===== src/rtl/p_shfrot_issue_if.sv =====
// Request, shifter-control and response bundle around the packed shift/rotate issue stage.
// Latency: none, signals only.
// Backpressure: req_valid/req_ready on the request side and rsp_valid/rsp_ready on the response side.
// Ports: req_* are inbound requests. sh_* are the controls to the combinational shifter, and sh_result is its result.
//        rsp_* are the registered responses.
interface p_shfrot_issue_if #(
    parameter int TAG_W = 4
);
    logic             req_valid;
    logic             req_ready;
    logic [31:0]      req_crs1;
    logic [4:0]       req_shamt;
    logic [2:0]       req_pw;
    logic [1:0]       req_op;
    logic [TAG_W-1:0] req_tag;

    logic [31:0]      sh_crs1;
    logic [4:0]       sh_shamt;
    logic [4:0]       sh_pw;
    logic             sh_shift;
    logic             sh_rotate;
    logic             sh_left;
    logic             sh_right;
    logic [31:0]      sh_result;

    logic             rsp_valid;
    logic             rsp_ready;
    logic [31:0]      rsp_result;
    logic             rsp_err;
    logic [TAG_W-1:0] rsp_tag;

    // Requester / shifter / response-consumer side.
    modport master (
        output req_valid, req_crs1, req_shamt, req_pw, req_op, req_tag,
        input  req_ready,
        input  sh_crs1, sh_shamt, sh_pw, sh_shift, sh_rotate, sh_left, sh_right,
        output sh_result,
        input  rsp_valid, rsp_result, rsp_err, rsp_tag,
        output rsp_ready
    );

    // Issue stage side.
    modport slave (
        input  req_valid, req_crs1, req_shamt, req_pw, req_op, req_tag,
        output req_ready,
        output sh_crs1, sh_shamt, sh_pw, sh_shift, sh_rotate, sh_left, sh_right,
        input  sh_result,
        output rsp_valid, rsp_result, rsp_err, rsp_tag,
        input  rsp_ready
    );
endinterface


===== src/rtl/p_shfrot_issue.sv =====
// Issue stage for the packed shift/rotate unit. It decodes requests into one-hot shifter controls and registers the result.
// Latency: 2 cycles from request accept to rsp_valid, with one op per cycle sustained.
// Backpressure: req_ready = !a_valid || !b_valid || rsp_ready. The response is held stable while it is stalled.
// Ports: g_clk and g_reset (async, active high). flush drops everything in flight.
//        bus (slave) carries the req_*, sh_* and rsp_* groups.
module p_shfrot_issue #(
    parameter int TAG_W = 4
) (
    input  logic            g_clk,
    input  logic            g_reset,
    input  logic            flush,
    p_shfrot_issue_if.slave bus
);

    // Stage A: operand register feeding the shifter.
    logic             a_valid;
    logic [31:0]      a_crs1;
    logic [4:0]       a_shamt;
    logic [4:0]       a_pw;
    logic [1:0]       a_op;
    logic             a_err;
    logic [TAG_W-1:0] a_tag;

    // Stage B: response register.
    logic             b_valid;
    logic [31:0]      b_result;
    logic             b_err;
    logic [TAG_W-1:0] b_tag;

    // Decoded request fields.
    logic [4:0]       d_pw;
    logic [4:0]       d_shamt;
    logic             d_err;

    logic             b_free;
    logic             a_adv;
    logic             req_fire;

    assign b_free   = !b_valid || bus.rsp_ready;
    assign a_adv    = a_valid && b_free;
    assign req_fire = bus.req_valid && bus.req_ready;

    assign bus.req_ready = !a_valid || b_free;

    // Width decode. The shift amount is masked to the lane index width, so a
    // shifter lane never sees an amount >= its own width. Illegal codes
    // produce no width and a zero amount, and they raise the error flag.
    always_comb begin
        d_pw    = 5'b00000;
        d_shamt = 5'd0;
        d_err   = 1'b0;
        case (bus.req_pw)
            3'd0: begin d_pw = 5'b00001; d_shamt = bus.req_shamt;                 end
            3'd1: begin d_pw = 5'b00010; d_shamt = {1'b0, bus.req_shamt[3:0]};    end
            3'd2: begin d_pw = 5'b00100; d_shamt = {2'b00, bus.req_shamt[2:0]};   end
            3'd3: begin d_pw = 5'b01000; d_shamt = {3'b000, bus.req_shamt[1:0]};  end
            3'd4: begin d_pw = 5'b10000; d_shamt = {4'b0000, bus.req_shamt[0]};   end
            default: d_err = 1'b1;
        endcase
    end

    // Flush wins over every load. Otherwise a new accept refills A, and A
    // only goes empty when its op moves to B with nothing arriving behind it.
    always_ff @(posedge g_clk or posedge g_reset) begin
        if (g_reset) begin
            a_valid <= 1'b0;
            a_crs1  <= '0;
            a_shamt <= '0;
            a_pw    <= '0;
            a_op    <= '0;
            a_err   <= 1'b0;
            a_tag   <= '0;
        end else if (flush) begin
            a_valid <= 1'b0;
        end else if (req_fire) begin
            a_valid <= 1'b1;
            a_crs1  <= bus.req_crs1;
            a_shamt <= d_shamt;
            a_pw    <= d_pw;
            a_op    <= bus.req_op;
            a_err   <= d_err;
            a_tag   <= bus.req_tag;
        end else if (a_adv) begin
            a_valid <= 1'b0;
        end
    end

    // B captures the shifter output combinationally computed from A. An
    // illegal width returns zero, whatever the shifter produced.
    always_ff @(posedge g_clk or posedge g_reset) begin
        if (g_reset) begin
            b_valid  <= 1'b0;
            b_result <= '0;
            b_err    <= 1'b0;
            b_tag    <= '0;
        end else if (flush) begin
            b_valid  <= 1'b0;
        end else if (a_adv) begin
            b_valid  <= 1'b1;
            b_result <= a_err ? 32'd0 : bus.sh_result;
            b_err    <= a_err;
            b_tag    <= a_tag;
        end else if (bus.rsp_ready) begin
            b_valid  <= 1'b0;
        end
    end

    // Shifter controls are gated by a_valid, so an empty stage presents all
    // zeros rather than the stale operands of the last op.
    assign bus.sh_crs1   = a_valid ? a_crs1  : 32'd0;
    assign bus.sh_shamt  = a_valid ? a_shamt : 5'd0;
    assign bus.sh_pw     = a_valid ? a_pw    : 5'd0;
    assign bus.sh_shift  = a_valid && !a_op[1];
    assign bus.sh_rotate = a_valid &&  a_op[1];
    assign bus.sh_left   = a_valid && !a_op[0];
    assign bus.sh_right  = a_valid &&  a_op[0];

    assign bus.rsp_valid  = b_valid;
    assign bus.rsp_result = b_result;
    assign bus.rsp_err    = b_err;
    assign bus.rsp_tag    = b_tag;

endmodule


===== src/flat_wrapper.sv =====
// flat-port wrapper written by rule: the top's interface ports become plain ports
module p_shfrot_issue_flat 
#(
    parameter int TAG_W = 4
)
  (g_clk, g_reset, flush, bus_req_valid, bus_req_crs1, bus_req_shamt, bus_req_pw, bus_req_op, bus_req_tag, bus_req_ready, bus_sh_crs1, bus_sh_shamt, bus_sh_pw, bus_sh_shift, bus_sh_rotate, bus_sh_left, bus_sh_right, bus_sh_result, bus_rsp_valid, bus_rsp_result, bus_rsp_err, bus_rsp_tag, bus_rsp_ready);
  p_shfrot_issue_if #(.TAG_W(TAG_W)) bus_i ();
  input  logic g_clk;
  input  logic g_reset;
  input  logic flush;
  input wire logic [$bits(bus_i.req_valid)-1:0] bus_req_valid;
  input wire logic [$bits(bus_i.req_crs1)-1:0] bus_req_crs1;
  input wire logic [$bits(bus_i.req_shamt)-1:0] bus_req_shamt;
  input wire logic [$bits(bus_i.req_pw)-1:0] bus_req_pw;
  input wire logic [$bits(bus_i.req_op)-1:0] bus_req_op;
  input wire logic [$bits(bus_i.req_tag)-1:0] bus_req_tag;
  output wire logic [$bits(bus_i.req_ready)-1:0] bus_req_ready;
  output wire logic [$bits(bus_i.sh_crs1)-1:0] bus_sh_crs1;
  output wire logic [$bits(bus_i.sh_shamt)-1:0] bus_sh_shamt;
  output wire logic [$bits(bus_i.sh_pw)-1:0] bus_sh_pw;
  output wire logic [$bits(bus_i.sh_shift)-1:0] bus_sh_shift;
  output wire logic [$bits(bus_i.sh_rotate)-1:0] bus_sh_rotate;
  output wire logic [$bits(bus_i.sh_left)-1:0] bus_sh_left;
  output wire logic [$bits(bus_i.sh_right)-1:0] bus_sh_right;
  input wire logic [$bits(bus_i.sh_result)-1:0] bus_sh_result;
  output wire logic [$bits(bus_i.rsp_valid)-1:0] bus_rsp_valid;
  output wire logic [$bits(bus_i.rsp_result)-1:0] bus_rsp_result;
  output wire logic [$bits(bus_i.rsp_err)-1:0] bus_rsp_err;
  output wire logic [$bits(bus_i.rsp_tag)-1:0] bus_rsp_tag;
  input wire logic [$bits(bus_i.rsp_ready)-1:0] bus_rsp_ready;
  assign bus_i.req_valid = bus_req_valid;
  assign bus_i.req_crs1 = bus_req_crs1;
  assign bus_i.req_shamt = bus_req_shamt;
  assign bus_i.req_pw = bus_req_pw;
  assign bus_i.req_op = bus_req_op;
  assign bus_i.req_tag = bus_req_tag;
  assign bus_req_ready = bus_i.req_ready;
  assign bus_sh_crs1 = bus_i.sh_crs1;
  assign bus_sh_shamt = bus_i.sh_shamt;
  assign bus_sh_pw = bus_i.sh_pw;
  assign bus_sh_shift = bus_i.sh_shift;
  assign bus_sh_rotate = bus_i.sh_rotate;
  assign bus_sh_left = bus_i.sh_left;
  assign bus_sh_right = bus_i.sh_right;
  assign bus_i.sh_result = bus_sh_result;
  assign bus_rsp_valid = bus_i.rsp_valid;
  assign bus_rsp_result = bus_i.rsp_result;
  assign bus_rsp_err = bus_i.rsp_err;
  assign bus_rsp_tag = bus_i.rsp_tag;
  assign bus_i.rsp_ready = bus_rsp_ready;
  p_shfrot_issue #(.TAG_W(TAG_W)) u_core (.g_clk(g_clk), .g_reset(g_reset), .flush(flush), .bus(bus_i));
endmodule

===== config.mk =====
export PLATFORM = sky130hd
export DESIGN_NAME = p_shfrot_issue_flat
export DESIGN_NICKNAME = d
export VERILOG_FILES = /design/src/rtl/p_shfrot_issue_if.sv /design/src/rtl/p_shfrot_issue.sv /design/src/flat_wrapper.sv
export SDC_FILE = /design/constraint.sdc
export NUM_CORES = 1
export LEC_CHECK = 0
export CAP_MARGIN = 20
export CORE_AREA = 2 2 105 107
export DETAILED_ROUTE_END_ITERATION = 8
export DIE_AREA = 0 0 107 109
export PLACE_DENSITY = 0.78
export SLEW_MARGIN = 10
export SYNTH_ARGS = -nofsm -noshare
export SYNTH_HDL_FRONTEND = slang
export SYNTH_SLANG_ARGS = --single-unit

===== constraint.sdc =====
create_clock -name g_clk -period 7.4 [get_ports g_clk]
set_clock_uncertainty 0.15 [all_clocks]
set_input_delay 1.48 -clock g_clk [delete_from_list [all_inputs] [get_ports g_clk]]
set_output_delay 1.48 -clock g_clk [all_outputs]
set_load 0.03 [all_outputs]

==> impl_metrics.csv <==
group,metric,value,unit
yosys,synth_cell_types,25,
yosys,synth_cells,294,
routing,avgRoutedWirePerCell,15.58,um
yosys,synth_top_family_by_area,"multiplexers",
routing,route.met3.wl,893,um
cts,htree_levels,3,
global_route,gr-total-overflow,0,
hold_path,hold_path_class,"reg2reg",
yosys,synth-compound-area-share,0.004263,
worst_setup_path,rr_endpoint,"u_core.bus.rsp_tag[2]",
sta,fin_crit,4.458,ns
yosys,yosysMostFrequentCell,"dfrtp_1",
worst_setup_path,r2r_cells,4,
yosys,netlist_top_cells_area,"dfrtp_1 54%, mux2_4 14%, mux2_2 13%",
cts,post-cts-setup-buffers,0,
yosys,syn_area,0.004109,sq mm
pwr,p_total,1404,uW
pwr,p_leak,0.002590,uW
status,status,"complete, no violations",
routing,drt_iter0_drc,96,
worst_setup_path,regToRegSetupSlack,4.85,ns
floorplan,core,0.01060,sq mm
floorplan,die_height,109,um
sta,finalCritPeriodShare,0.6025,
sta,slew_headroom,0.2658,
hold_path,min_path_cells,1,
yosys,synth_ff_type,"dfrtp_1",
layout,syn_to_final_growth,46.16,%
run,cap_violations,0,
routing,vias,2793,
routing,drc,0,
place,gp_congestion,0.6861,
worst_setup_path,slowest_delay,0.72,ns
cts,cts_tree,"done",
global_route,grt_pass1_wl,14790,um
sta,tightest_slew,1.101,ns
sta,hold_viol,0,
cts,clk_latency,0.35,ns
layout,diodes,0,
floorplan,rows,38,
layout,nets,540,
floorplan,die-area,0.01166,sq mm
cts,holdBufCountCts,0,
hold_path,hp-start,"u_core.a_crs1[0]",
worst_setup_path,required,5.77,ns
routing,wl_met1,4039,um
yosys,synth-seq-area-share,0.5359,
worst_setup_path,path_cells,"clkdlybuf4s50_1, nand3b_2, clkdlybuf4s50_1",
sta,fin_tns_setup,0,ns
yosys,synth_top_area_share,0.5359,
yosys,yosysTopAreaCell,"dfrtp_1",
routing,ant_nets,0,
sta,finalSetupViolCount,0,
pwr,power.density,233.8,mW/mm^2
cts,clkSinkCount,88,
global_route,grt_pass1_vias,3002,
yosys,ys_ff_latch,88,
worst_setup_path,critPathLaunchType,"primary input",
worst_setup_path,startpoint,"bus_rsp_ready",
yosys,yosys_warnings,0,
yosys,synthArstFlopShare,1.000,
worst_setup_path,crit_slowest_cell,"clkdlybuf4s50_1",
yosys,yosys-top-cells-count,"88 x dfrtp_1, 46 x mux2_2, 44 x and2_1, 37 x mux2_4, 33 x nor2b_1",
place,place_inst,586,
floorplan,start_util,0.3875,
sta,drv_slew,0,
cts,clk_path_buf_depth,2,
routing,wl_met2,4321,um
layout,drive_gt1_frac,0.2278,
floorplan,pin_count,168,
yosys,syn_avg_cell_area,13.98,sq um
sta,fmax,0.2243,GHz
worst_setup_path,end_kind,"output port",
worst_setup_path,r2r_start,"u_core.a_valid",
cts,cts_made_buffers,9,
worst_setup_path,crit_top_cell,"clkdlybuf4s50_1",
cts,ctsRootBufferMaster,"clkbuf_8",
layout,fin_util,0.5664,
hold_path,hold_end,"u_core.a_crs1[0]",
yosys,synth_fa_ha_area_frac,0,
yosys,synth_nets,377,
routing,drt_pass1_iterations,4,
cts,ctsResizeCount,0,
layout,finalNonFillerCells,601,
global_route,grt_usage,0.1631,
yosys,synth_edf_count,0,
global_route,grt_antenna_before_repair,0,
yosys,synth_xor_area_frac,0,
worst_setup_path,crit_type,"in2out",
yosys,synth.area.mux_share,0.2686,
cts,clk_pin_slew,0.08,ns
place,hpwl,6418,um
sta,grt_setup_unrepaired,"no",
floorplan,die_w,107,um
place,port_buffers,167,
pwr,ir_worst_vdd,0.1005,mV
global_route,grt_max_degree,50,
routing,viasPerCell,4.647,
yosys,yosys.area_share.simple,0.1483,
routing,drt-total-wl,9365,um
worst_setup_path,crit_fanout,3,
routing,dr.max_layer_used,"met4",
worst_setup_path,cp.arrival,2.83,ns
==> layout by cell type, fill, tap and decap left out, types with 2 or more instances in the layout <==
| cell | netlist | layout |
|---|---|---|
| clkinv_2 | 0 | 2 |
| dfrtp_1 | 88 | 88 |
| nor3b_1 | 4 | 4 |
| and2b_1 | 2 | 2 |
| mux2_4 | 37 | 37 |
| nor2b_1 | 33 | 33 |
| mux2i_1 | 3 | 3 |
| and2_1 | 44 | 44 |
| clkbuf_8 | 0 | 11 |
| buf_4 | 3 | 3 |
| clkdlybuf4s50_1 | 0 | 167 |
| inv_1 | 6 | 5 |
| nand2_1 | 2 | 2 |
| mux2_2 | 46 | 46 |
| nor2_1 | 2 | 2 |
==> state kept, by name, summed over array words and instances (netlist names) <==
signal                 count
u_core.bus.rsp_err         1
u_core.a_op                2
u_core.bus.rsp_valid       1
u_core.a_tag               4
u_core.a_valid             1
u_core.a_pw                5
u_core.a_err               1
u_core.a_shamt             5
u_core.a_crs1             32
u_core.bus.rsp_tag         4
u_core.bus.rsp_result     32
==> metal layers <==
| layer | track usage | vias to the layer above |
|---|---|---|
| li1 | - | 1290 |
| met1 | 0.2051 | 1367 |
| met2 | 0.2589 | 125 |
| met3 | 0.06097 | 11 |
| met4 | 0.05844 | 0 |
| met5 | 0 | - |
==> critical path, delay by kind of cell <==
family	cells	cell delay, ns
buffers and inverters	2	1.19
and+or+nand+nor	1	0.16
==> logic make-up after synthesis <==
| logic type | after synthesis |
|---|---|
| flip-flops | 88 |
| AO/OA/AOI/OAI | 3 |
| multiplexers | 86 |
| AND/OR/NAND/NOR | 93 |
| buffers and inverters | 24 |
==> power breakdown <==
group | total (uW) | leakage [uW] | switching, uW | internal, uW
clock network | 298 | 0.0000882 | 160 | 138
registers | 622 | 0.00108 | 54.0 | 568
logic | 484 | 0.00142 | 227 | 257
total | 1400 | 0.00259 | 441 | 963
==> per-stage QoR <==
step,instance area (sq um),setup slack [ns],hold WS (ns)
2_1_floorplan,4109,3.491,0.3204
3_3_place_gp,5833,2.939,0.3285
6_report,6006,2.942,0.3511
5_1_grt,6006,2.909,0.3597
3_5_place_dp,5833,2.956,0.3357
4_1_cts,6006,2.943,0.3541
==> final cells by class <==
| cell class | count | area [sq um] |
|---|---|---|
| tap | 140 | 175.2 |
| multi-input combinational | 182 | 1737 |
| clock buffer | 12 | 155.1 |
| sequential | 88 | 2202 |
| clock inverter | 3 | 17.52 |
| inverter | 6 | 25.02 |
| fill | 885 | 4597 |
| timing repair buffer | 170 | 1694 |
==> worst max-delay path by stage <==
stage / endpoint / slack, ns / depth (start not counted)
after floorplan: u_core.a_crs1[0] / 3.49 / 1
after global placement: bus_req_ready / 2.94 / 3
after detailed placement: bus_req_ready / 2.96 / 3
after CTS: bus_req_ready / 2.94 / 3
after global routing: bus_req_ready / 2.91 / 3
final: bus_req_ready / 2.94 / 3
Power figures use the tool's default switching activity.
==> RTL edit 1: new RTL, same flow settings <==
`TAG_W` is set to 4 in 3 places; all go to 5.
--- a/src/rtl/p_shfrot_issue_if.sv
+++ b/src/rtl/p_shfrot_issue_if.sv
@@ -6,3 +6,3 @@
 interface p_shfrot_issue_if #(
-    parameter int TAG_W = 4
+    parameter int TAG_W = 5
 );
--- a/src/rtl/p_shfrot_issue.sv
+++ b/src/rtl/p_shfrot_issue.sv
@@ -6,3 +6,3 @@
 module p_shfrot_issue #(
-    parameter int TAG_W = 4
+    parameter int TAG_W = 5
 ) (
--- a/src/flat_wrapper.sv
+++ b/src/flat_wrapper.sv
@@ -3,3 +3,3 @@
 #(
-    parameter int TAG_W = 4
+    parameter int TAG_W = 5
 )
Ports: changed (resized bus_req_tag and bus_rsp_tag); port bits go from 168 to 170. No check against the original RTL was run, so the function may have changed too.
==> RTL edit 1 against the original RTL <==
  * Sequential cell count up 2
  * Highest routed layer unchanged
  * Cell count grew 1.0%
  * Wire length fell by 2.9%
  * Largest power group unchanged
  * Critical path type unchanged
  * Synthesized area fell by 1.7%
  * Worst hold slack lost 0.014 ns
  * Sequential share of layout area is 0.76 points higher
  * Design area is 0.19% higher
  * Via count grew 2.3%
  * Critical endpoint unchanged
  * Register-to-register slack better by 0.23 ns
  * Setup slack worse by 0.072 ns
  * Total power grew 0.21%
  * Core utilization increased by 0.11 points
  * Critical path depth unchanged
==> RTL edit 1: results <==
export IMPL_tns_ns=0
export IMPL_post_cts_setup_buffers=0
export IMPL_yosys_warnings=0
export IMPL_synth_top_area_cell="dfrtp_1"
export IMPL_root_buffer="clkbuf_8"
export IMPL_synth_common_cells="dfrtp_1, mux2_2, and2_1, nor2b_1, mux2_1"
export IMPL_slew_headroom_pct=28.30
export IMPL_critPathMaxStageDelay_ns=0.70
export IMPL_grt_total_usage_pct=16.14
export IMPL_num_nets_final=548
export IMPL_dr_first_iter_drc_count=90
export IMPL_clk_pin_slew_ns=0.08
export IMPL_status="finished, final reports clean"
export IMPL_cts_resized=0
export IMPL_max_vdd_ir_drop_v=0.0001057
export IMPL_final_layout_size_suffix_gt1_share_pct=20.13
export IMPL_critPathArrivalTime_ns=2.90
export IMPL_dr_pass1_iters=4
export IMPL_ys_types=24
export IMPL_htreeDepth=3
export IMPL_worstSkewPairLatency_ns=0.35
export IMPL_fillCellCount=892
export IMPL_grt_max_degree=51
export IMPL_antenna_found_initial=0
export IMPL_via_count=2857
export IMPL_routabilityCongestion=0.6916
export IMPL_grt_pass1_wl_um=14510
export IMPL_io_buffer_count=169
export IMPL_yosysSeqAreaShare_pct=55.76
export IMPL_numCtsBuffers=9
export IMPL_p_leak_uw=0.002570
export IMPL_syn_num_nets=382
export IMPL_synthTopCellsByArea="dfrtp_1, mux2_2, and2_1, nor2b_1, mux2_1"
export IMPL_dp_hpwl_um=6552
export IMPL_cp_max_fo=3
export IMPL_first_global_vias=2962
export IMPL_min_path_type="flip-flop to flip-flop"
export IMPL_clock_path_buffers=2
export IMPL_slowest_stage="clkdlybuf4s50_1"
export IMPL_async_flop_share_pct=100.0
export IMPL_wl_um=9091
export IMPL_postPlaceCellArea_um2=5839
export IMPL_num_antenna_cells=0
## RTL edit 1: cell families after synthesis
| logic type | share of synthesized area, % |
|---|---|
| simple gates | 15.37 |
| flops | 55.76 |
| mux | 24.63 |
| compound gates | 0.4335 |
| buf+inv | 3.810 |
## RTL edit 1: final timing paths
path | start | endpoint | slack [ns] | cells past startpoint
worst max-delay path | bus_rsp_ready | bus_req_ready | 2.87 | 3
worst min-delay path | u_core.bus.rsp_result[13]$_DFFE_PP0P_ | u_core.bus.rsp_result[13]$_DFFE_PP0P_ | 0.34 | 1
worst max register to register | u_core.a_valid$_DFFE_PP0P_ | u_core.a_crs1[7]$_DFFE_PP0P_ | 5.08 | 3
worst min register to register | u_core.bus.rsp_result[13]$_DFFE_PP0P_ | u_core.bus.rsp_result[13]$_DFFE_PP0P_ | 0.34 | 1
max in group asynchronous | g_reset | u_core.bus.rsp_result[27]$_DFFE_PP0P_ | 5.00 | 4
min in group asynchronous | g_reset | u_core.bus.rsp_result[9]$_DFFE_PP0P_ | 1.46 | 3
## RTL edit 1: power breakdown
group	internal (uW)	total [uW]	switching, uW
registers	581	634	52.7
logic	238	466	227
clock network	146	307	161
total	965	1410	442
## RTL edit 1: stage by stage
stage	worst slack, ns	power, uW	utilization (%)	cells	hold slack, ns
3_5_place_dp	2.877	1115	55.07	593	0.3253
6_report	2.870	1407	56.75	607	0.3374
3_3_place_gp	2.876	1100	54.67	591	0.3177
4_1_cts	2.868	1426	56.75	607	0.3442
5_1_grt	2.834	1481	56.75	607	0.3706
2_1_floorplan	3.435	899.2	-	298	0.3204
## RTL edit 1: final cells by class
class                      count  share of cell area (%)
clock buffer                  12                   2.745
timing repair buffer         173                   29.07
sequential                    90                   37.43
tap                          140                   2.911
inverter                       6                  0.3951
clock inverter                 2                  0.2079
multi-input combinational    184                   27.24
## RTL edit 1: worst max-delay path: cells and delay by family
kind	cells	cell delay, ns
simple gates	1	0.19
buf+inv	2	1.23
## RTL edit 1: metal layers
layer | global-route usage, % | routed length (um) | part of all wire (%) | up-vias
met3 | 5.320 | 796 | 8.8 | 14
li1 | - | - | - | 1316
met4 | 7.421 | 177 | 1.9 | 0
met5 | 0 | 0 | 0 | -
met2 | 26.34 | 4260 | 47 | 119
met1 | 19.49 | 3857 | 42 | 1408
==> RTL edit 2: new RTL, same settings <==
Made on the original files. Make the reset (`g_reset`) synchronous in 2 clocked blocks. Comments in the files are not updated.
--- a/src/rtl/p_shfrot_issue.sv
+++ b/src/rtl/p_shfrot_issue.sv
@@ -63,3 +63,3 @@
     // only goes empty when its op moves to B with nothing arriving behind it.
-    always_ff @(posedge g_clk or posedge g_reset) begin
+    always_ff @(posedge g_clk) begin
         if (g_reset) begin
@@ -89,3 +89,3 @@
     // illegal width returns zero, whatever the shifter produced.
-    always_ff @(posedge g_clk or posedge g_reset) begin
+    always_ff @(posedge g_clk) begin
         if (g_reset) begin
Check against the original RTL: differs if g_reset is asserted again (counterexample within 4 cycles, from zero or initial values and one cycle with g_reset high); with g_reset held inactive, the same outputs for 4 cycles.
==> RTL edit 2 against the original RTL <==
  * Worst hold slack got worse by 0.035 ns
  * Synthesized area decreased by 7.2%
  * Design area decreased by 3.9%
  * Sequential cell count unchanged
  * Wire length increased by 22%
  * Non-clock buffer count increased by 5
  * Setup slack got worse by 1.2 ns
  * Die area unchanged
  * Highest routed layer unchanged
Power is not compared: it rests on default switching activity, and its combinational part moved more than twofold at a synthesized area within 25%.
==> RTL edit 2: results <==
export IMPL_status="finished, final reports clean"
export IMPL_dr_first_iter_drc_count=279
export IMPL_final_layout_size_suffix_gt1_share_pct=4.975
export IMPL_syn_num_nets=550
export IMPL_timing_rr_start="u_core.bus.rsp_valid$_SDFFE_PP0P_"
export IMPL_root_buffer="clkbuf_8"
export IMPL_grt_max_degree=90
export IMPL_htreeDepth=3
export IMPL_p_leak_uw=0.001906
export IMPL_clock_cell_area_share_pct=3.708
export IMPL_routabilityCongestion=0.7337
export IMPL_synth_common_cells="dfxtp_1, a21oi_1, o21ai_0, nand3_1, clkbuf_1"
export IMPL_fillCellCount=977
export IMPL_num_antenna_cells=0
export IMPL_synth_compound_area_share_pct=22.74
export IMPL_preCtsSetupSlack_ns=1.731
export IMPL_via_per_inst=5.307
export IMPL_worstHoldEndpoint="u_core.bus.rsp_tag[0]$_SDFFE_PP0P_"
export IMPL_tightest_slew_ns=0.9233
export IMPL_max_freq_ghz=0.1756
export IMPL_critPathMaxStageDelay_ns=0.81
export IMPL_use_met3_pct=5.021
export IMPL_rr_worst_depth=4
export IMPL_reg2reg_to="u_core.a_shamt[2]$_SDFFE_PP0P_"
export IMPL_hp_start="u_core.a_tag[0]$_SDFFE_PP0P_"
export IMPL_async_flop_share_pct=0
export IMPL_buffer_area_share_pct=30.62
export IMPL_antenna_found_initial=0
export IMPL_yosysSeqAreaShare_pct=46.21
export IMPL_sh_seq_area_pct=30.53
export IMPL_first_global_vias=3736
export IMPL_gr_usage_met2_pct=31.80
export IMPL_num_nets_final=681
export IMPL_clk_pin_slew_ns=0.09
export IMPL_grt_pass1_wl_um=17970
export IMPL_multi_input_cells=322
export IMPL_syn2layout_area_growth_pct=51.36
export IMPL_post_drt_wl_per_cell_um=15.36
export IMPL_grt_total_usage_pct=19.11
export IMPL_design_seq_count=88
export IMPL_ys_types=24
export IMPL_synth_mux_area_share_pct=0.2954
export IMPL_met2_length_um=5375
export IMPL_postPlaceCellArea_um2=5537
export IMPL_setup_worst_path_start="bus_rsp_ready"
export IMPL_dp_hpwl_um=7323
export IMPL_r2r_slack_ns=4.91
export IMPL_nClkBuffers=11
export IMPL_p_seq_uw=496
export IMPL_hold_depth=2
export IMPL_multi_input_area_share_pct=31.98
export IMPL_n_all_buffers=175
export IMPL_inverters=2
export IMPL_cp_max_fo=51
export IMPL_wl_met3_um=817
export IMPL_met1_length_um=5088
export IMPL_synthTopCellsByArea="dfxtp_1, a21oi_1, o21ai_0, nand4b_1, and2_1"
export IMPL_met1_usage_pct=24.36
export IMPL_worstSkewPairLatency_ns=0.35
==> RTL edit 2: cell count changes after synthesis, sizes merged, moves of 4 or more <==
cell,before,now
dfrtp,88,0
dfxtp,0,88
clkbuf,9,46
nand3,0,47
nor2b,33,7
o21ai,1,85
nand4b,0,34
inv,6,2
a21oi,1,85
mux2,83,1
==> RTL edit 2: metrics by stage <==
stage          cells  hold WS, ns
3_5_place_dp     726       0.3064
3_3_place_gp     724       0.2981
6_report         743       0.3160
4_1_cts          742       0.3197
5_1_grt          743       0.3348
2_1_floorplan    467       0.2903
==> RTL edit 2: logic make-up after synthesis <==
| logic type | count (synthesis) |
|---|---|
| buffers and inverters | 57 |
| flip-flops | 88 |
| AO/OA/AOI/OAI | 172 |
| AND/OR/NAND/NOR | 149 |
| multiplexers | 1 |
==> RTL edit 2: worst max-delay path: cells and delay by family <==
family / cells / cell delay [ns]
simple gates: 1 / 0.49
buf+inv: 3 / 2.07
